**src/rtl/ppu_fetch_arbiter.sv**
```systemverilog
// PPU fetch arbiter: shares one VRAM/OAM read port between the background
// and sprite fetchers. Sprite requests win; one transaction is outstanding
// at a time and a granted transaction is aborted after TIMEOUT T-cycles.
module ppu_fetch_arbiter #(
   parameter int unsigned TIMEOUT = 8
) (
   input  logic        clk_in,
   input  logic        rst_in,
   input  logic        tclk_in,
   input  logic [15:0] bg_addr_in,
   input  logic        bg_req_in,
   output logic        bg_data_valid_out,
   input  logic [15:0] spr_addr_in,
   input  logic        spr_req_in,
   output logic        spr_data_valid_out,
   input  logic        spr_hit_in,
   output logic        bg_pause_out,
   output logic [15:0] addr_out,
   output logic        addr_valid_out,
   input  logic        data_valid_in,
   output logic [1:0]  owner_out,
   output logic        timeout_out
);

   localparam int unsigned CntW = $clog2(TIMEOUT + 1);

   typedef enum logic [1:0] {
      StIdle    = 2'd0,
      StBgWait  = 2'd1,
      StSprWait = 2'd2
   } state_e;

   state_e            state_q, state_d;
   logic [CntW-1:0]   cnt_q, cnt_d;
   logic [15:0]       addr_q, addr_d;
   logic              addr_valid_q, addr_valid_d;
   logic              timeout_q, timeout_d;
   logic              in_wait;

   assign in_wait = (state_q == StBgWait) || (state_q == StSprWait);

   // State and registered outputs; reset overrides every other event.
   always_ff @(posedge clk_in) begin
      if (rst_in) begin
         state_q      <= StIdle;
         cnt_q        <= '0;
         addr_q       <= 16'h0000;
         addr_valid_q <= 1'b0;
         timeout_q    <= 1'b0;
      end else begin
         state_q      <= state_d;
         cnt_q        <= cnt_d;
         addr_q       <= addr_d;
         addr_valid_q <= addr_valid_d;
         timeout_q    <= timeout_d;
      end
   end

   // Grant selection, data return and timeout handling.
   always_comb begin
      state_d      = state_q;
      cnt_d        = cnt_q;
      addr_d       = addr_q;
      addr_valid_d = 1'b0;
      timeout_d    = 1'b0;
      unique case (state_q)
         StIdle: begin
            if (tclk_in && spr_req_in) begin
               state_d      = StSprWait;
               addr_d       = spr_addr_in;
               addr_valid_d = 1'b1;
               cnt_d        = '0;
            end else if (tclk_in && bg_req_in && !spr_hit_in) begin
               state_d      = StBgWait;
               addr_d       = bg_addr_in;
               addr_valid_d = 1'b1;
               cnt_d        = '0;
            end
         end
         StBgWait, StSprWait: begin
            // Data wins over a coincident timeout.
            if (data_valid_in) begin
               state_d = StIdle;
            end else if (tclk_in) begin
               if (cnt_q == CntW'(TIMEOUT - 1)) begin
                  state_d   = StIdle;
                  timeout_d = 1'b1;
                  cnt_d     = CntW'(TIMEOUT);
               end else begin
                  cnt_d = cnt_q + CntW'(1);
               end
            end
         end
         default: state_d = StIdle;
      endcase
   end

   // Combinational outputs; gated by reset so the reset cycle shows no owner.
   always_comb begin
      bg_data_valid_out  = 1'b0;
      spr_data_valid_out = 1'b0;
      owner_out          = 2'b00;
      if (!rst_in) begin
         bg_data_valid_out  = (state_q == StBgWait) && data_valid_in;
         spr_data_valid_out = (state_q == StSprWait) && data_valid_in;
         if (state_q == StBgWait) begin
            owner_out = 2'b01;
         end else if (state_q == StSprWait) begin
            owner_out = 2'b10;
         end
      end
      bg_pause_out = spr_hit_in || (state_q == StSprWait);
   end

   assign addr_out       = addr_q;
   assign addr_valid_out = addr_valid_q;
   assign timeout_out    = timeout_q;

   logic unused_in_wait;
   assign unused_in_wait = in_wait;

endmodule

```
**config.mk**
```make
export PLATFORM = sky130hd
export DESIGN_NAME = ppu_fetch_arbiter
export DESIGN_NICKNAME = d
export VERILOG_FILES = /design/src/rtl/ppu_fetch_arbiter.sv
export SDC_FILE = /design/constraint.sdc
export NUM_CORES = 1
export LEC_CHECK = 0
export CORE_MARGIN = 1.5
export CORE_UTILIZATION = 36
export DETAILED_ROUTE_END_ITERATION = 7
export HOLD_SLACK_MARGIN = 0.15
export PLACE_DENSITY = 0.76
export SLEW_MARGIN = 15
export SYNTH_ARGS = -nofsm -noshare
export SYNTH_HDL_FRONTEND = slang
export SYNTH_SLANG_ARGS = --single-unit
```
**constraint.sdc**
```tcl
create_clock -name clk_in -period 1.6 [get_ports clk_in]
set_input_delay 0.32 -clock clk_in [delete_from_list [all_inputs] [get_ports clk_in]]
set_output_delay 0.32 -clock clk_in [all_outputs]
set_load 0.02 [all_outputs]
```
==> metrics.cfg <==
[run_status]
status=finished, final reports clean

[global_routing]
grt_pass1_wl_mm=5.39
use_met3_pct=2.10
top_usage_layer=met2
grt_pass1_vias=1258
antenna_found_initial=0
gr-total-overflow=0
use_met2_pct=33.1
grt_start_max_net_pins=26
grtUsageTotal_pct=18.2
grtUsageMet1_pct=22.7

[timing]
period_needed_ns=1.60
rsz0062_at_grt=yes
maxSlewHeadroom_pct=79.2
tightest_slew_ns=0.311
hold_viol=0
finClkSkew_ns=0.00978
post-route-period-util_pct=99.8
timing.final.ws_setup_ns=0.00328
drv_slew=0
finalSetupViolCount=0
fmax_ghz=0.626

[cts]
cts_num_sinks=24
cts_max_level=1
ctsHoldBuffers=0
clk_latency_ns=0.32
clock_path_buffers=2
cts.clk_slew.worst_paths_ns=0.15
cts_tree=built
cts-root-buf=clkbuf_4
numCtsBuffers=3

[layout]
final_cells=270
diodes=0
final_nets=269
final_common_cell=clkdlybuf4s50_1
area_growth_pct=77.3
final_cell_mix=37 x clkdlybuf4s50_1, 21 x dfxtp_1, 19 x nand2_1, 19 x buf_4, 18 x nor2_1
drive_gt1_share_pct=25.0
final_util_pct=66.1

[synthesis]
synth_cell_type_count=33
synth-seq-cells=24
syn_nets=190
ys_warn_count=0
avgSynthCellArea_um2=8.45
synth_edf_count=0
synthArstFlopShare_pct=0
synth_area_um2=1230
syn_inst=146
yosysSeqAreaShare_pct=38.9
ys_dominant_reg_cell=dfxtp_1

[floorplan]
ios=62
rows=21
die_h_um=61.5
die_area_um2=3790
start_util_pct=37.3
core_um2=3310
die_w_um=61.5

[route]
firstDrtPassIters=4
drtIter0Drc=59
drt_wl_total_mm=3.70
drc=0
vias=1391
avgViaCountPerCell=5.15
wl_per_cell_um=13.7
ant_nets=0

[placement]
dp.final_hpwl_mm=2.64
dp_cells=264
preCtsSetupSlack_ns=-0.431
gp_congestion=0.761
portBuffers=61

[worst_setup_path]
crit_type=reg2out
critPathCaptureType=primary output
crit_path_max_fanout=3
arrival_ns=1.28
crit_required_ns=1.28
start_kind=flop

[power]
power_density_nw_per_um2=904
max-vdd-ir-drop_mv=0.584
power_leakage_nw=1.01

[job]
maxCapViolations=0

[min_path]
hold_path_class=reg2reg

## per-stage QoR
step           area (um2)  setup TNS (ns)  total power, mW  hold WS [ns]
2_1_floorplan        1230               0             1.09         0.475
6_report             2190               0             1.98         0.495
5_1_grt              2190          -0.209             2.08         0.519
3_5_place_dp         2030           -4.48             1.47         0.489
4_1_cts              2110         -0.0267             1.93         0.506
3_3_place_gp         2030           -4.20             1.45         0.483
## sequential cells by signal, indices dropped and copies added (netlist names)
| signal | cells |
|---|---|
| addr_out | 16 |
| timeout_out | 1 |
| addr_valid_out | 1 |
| state_q | 2 |
| cnt_q | 4 |
## routing by layer
metal	vias to the layer above	wire length (um)
li1	688	-
met4	0	56
met3	6	208
met5	-	0
met2	53	1850
met1	644	1580
## where the power goes
part	internal, mW	total (mW)	switching (mW)
Combinational	0.442	0.828	0.386
Clock	0.253	0.445	0.192
Sequential	0.666	0.705	0.0391
## cells by family after synthesis
logic type | count (synthesis) | synth area share (%)
AOI/OAI and AO/OA | 29 | 21.1
buffers and inverters | 15 | 6.08
muxes | 1 | 0.811
DFF | 24 | 38.9
adders and majority gates | 5 | 5.07
and+or+nand+nor | 72 | 28.0
## path summary, 6_finish.rpt
| path | from | slack [ns] | to | cells past startpoint |
|---|---|---|---|---|
| setup reg to reg | state_q[0] | 0.003 | cnt_q[2] | 7 |
| setup / recovery | state_q[0] | 0.003 | bg_pause_out | 4 |
| hold / removal | addr_out[10] | 0.49 | addr_out[10] | 2 |
| hold reg to reg | addr_out[10] | 0.49 | addr_out[10] | 2 |
## synthesized netlist by cell type, types with 2 or more instances
master,number,area [um2]
a311oi_1,16,140
nand2b_1,3,18.8
ha_1,5,62.6
buf_2,3,15.0
a21oi_1,3,15.0
nor3_1,2,10.0
dfxtp_1,24,480
nor2_1,18,67.6
nand2_1,19,71.3
clkbuf_1,4,15.0
nand4_1,2,12.5
inv_1,4,15.0
and2_1,2,12.5
nand3_1,17,85.1
nor2b_1,3,18.8
buf_4,4,30.0
## worst max-delay path, stage by stage (launching register included)
cell     delay, ns
dfxtp_2       0.38
inv_2         0.05
ha_2          0.18
or2_4         0.23
buf_6         0.13
## timing repair
| action | in CTS | in global routing |
|---|---|---|
| endpoints found under the setup margin | 22 | 17 |
| setup buffers | 1 | 1 |
| pin swaps | 2 | 9 |
| gates resized for setup | 49 | 20 |
## layout make-up
cell class	instances	area (um2)
fillers	290	1120
repair buffers	85	826
multi-input cells	107	752
flip-flops and latches	24	484
well taps	46	57.6
clock inverters	1	30.0
clock buffers	3	22.5
inverters	4	15.0
No activity file was read; power rests on OpenSTA's default activity.
==> patch, RTL diff (same flow settings) <==
Change the parameter `TIMEOUT` from 8 to 16.
--- a/src/rtl/ppu_fetch_arbiter.sv
+++ b/src/rtl/ppu_fetch_arbiter.sv
@@ -2,7 +2,7 @@
 // and sprite fetchers. Sprite requests win; one transaction is outstanding
 // at a time and a granted transaction is aborted after TIMEOUT T-cycles.
 module ppu_fetch_arbiter #(
-   parameter int unsigned TIMEOUT = 8
+   parameter int unsigned TIMEOUT = 16
 ) (
    input  logic        clk_in,
    input  logic        rst_in,
Formal check against the unedited RTL: not equivalent (a bounded check fails within 10 cycles, from zero or initial values and one cycle with rst_in high).
==> patch against the unedited design <==
The flow now finishes with violations (setup timing); utilization rose by 1.3 points; area after synthesis rose by 4.8%; cell area rose by 4.4%; total power fell by 26%; wire length fell by 6.1%; synthesized cell count rose by 5.5%; sequential share of layout area rose by 0.22 points; worst setup slack got worse by 34 ps; sequential power fell by 3%; clock skew fell by 3.3 ps; sequential cell count rose by 1; largest cell class is now multi-input gates.
==> patch: results (changes against the unedited design) <==
Run status
  – Status: finished with violations (was complete, no violations)
  – Failing checks: setup timing

Critical path
  – WP data arrival: 1310 ps (was 1280 ps)
  – Worst reg2reg startpoint: cnt_q[1] (was state_q[0])
  – FF-to-FF End: cnt_q[3] (was cnt_q[2])
  – Critical Path End: spr_data_valid_out (was bg_pause_out)

STA
  – Actual slew at the worst max-slew pin: 270.5 ps (was 311.4 ps)
  – Clock Skew: 6.516 ps (was 9.776 ps)
  – Setup ws final: -30.75 ps (was 3.284 ps)
  – TNS Setup: -54.75 ps (was 0 ps)
  – Final setup violation count: 2 (was 0)

GRT
  – Largest net degree at the start of global routing: 25 (was 26)
  – Gr usage total: 18.36% (was 18.24%)
  – First-pass GRT wire length: 5940 um (was 5388 um)

Placed design
  – Dpl cells: 273 (was 264)
  – Placed Area: 0.002115 mm^2 (was 0.002032 mm^2)

Yosys
  – Adder-Cell Fraction of Synth Area: 4.840% (was 5.071%)
  – Top post-synthesis cells by count: dfxtp_1, nand2_1, nand3_1, nor2_1, a311oi_1 (was dfxtp_1, nand2_1, nor2_1, nand3_1, a311oi_1)
  – Area contributors post-synth: dfxtp_1, a311oi_1, nand3_1 (unchanged)
  – Multiplexer area fraction after synthesis: 0% (was 0.8114%)
  – Library cells used by synthesis: 32 (was 33)

Detailed routing
  – Met1 Routed Length: 1440 um (was 1579 um)
  – DR WL/cell: 12.44 um (was 13.69 um)
  – Metal3 WL: 191 um (was 208 um)

Pwr
  – LEAKAGE: 0.9657 nW (was 1.008 nW)
  – Switching power share of the total: 30.26% (was 31.18%)
  – Worst VDD drop: 618.7 uV (was 583.6 uV)
[patch: cell count changes in the layout (fill, tap and decap cells not counted), sizes merged, moves of 2 or more]
cell          before  now
nor2b              3    7
dlymetal6s2s       6    2
nand4              2    0
dlygate4sd2       13   16
a32o               0    2
o21ai              1    3
nand2             19   22
[patch: how the worst min path moves through the flow]
stage | start | endpoint
after detailed placement | cnt_q[4] | cnt_q[4]
after CTS | cnt_q[4] | cnt_q[4]
after floorplan | data_valid_in | timeout_out
after global placement | cnt_q[4] | cnt_q[4]
after global routing | cnt_q[4] | cnt_q[4]
final | cnt_q[4] | cnt_q[4]
[patch: critical path: stages (launching register included)]
cell and delay, ps:
dfxtp_4 410, inv_4 50, ha_4 150, nor2b_4 120, and2_4 140, buf_6 120
[patch: final cells by class]
cell class | instances | area [um^2]
tap | 46 | 57.56
multi-input combinational | 114 | 837.1
sequential | 25 | 510.5
inverter | 4 | 20.02
timing repair buffer | 86 | 828.3
fill | 294 | 1106
clock inverter | 1 | 7.507
clock buffer | 3 | 22.52
[patch: what timing repair did]
action                                  CTS  global route
setup buffers                             1             1
pin swaps                                 6            10
hold buffers                              0             0
cloned                                    0             0
gates resized for setup                  66            15
endpoints found under the setup margin   27            13
hold endpoints to repair                  0             0
[patch: cell families after synthesis]
family / count (synthesis)
flip-flops: 25
AND/OR/NAND/NOR: 78
buffers and inverters: 15
AO/OA/AOI/OAI: 31
adder cells (fa/ha/maj): 5
[patch: power by group through the flow]
stage	Combinational (mW)	Clock [mW]	Sequential (mW)
2_1_floorplan	0.179	0	0.746
3_5_place_dp	0.481	0	0.701
4_1_cts	0.468	0.306	0.688
5_1_grt	0.529	0.337	0.695
3_3_place_gp	0.478	0	0.700
6_report	0.484	0.294	0.687
[patch: layer usage]
layer	GRT usage [%]	up-vias
met4	4.722	0
met2	32.71	41
met5	0	-
met3	5.405	2
li1	-	712
met1	21.26	636
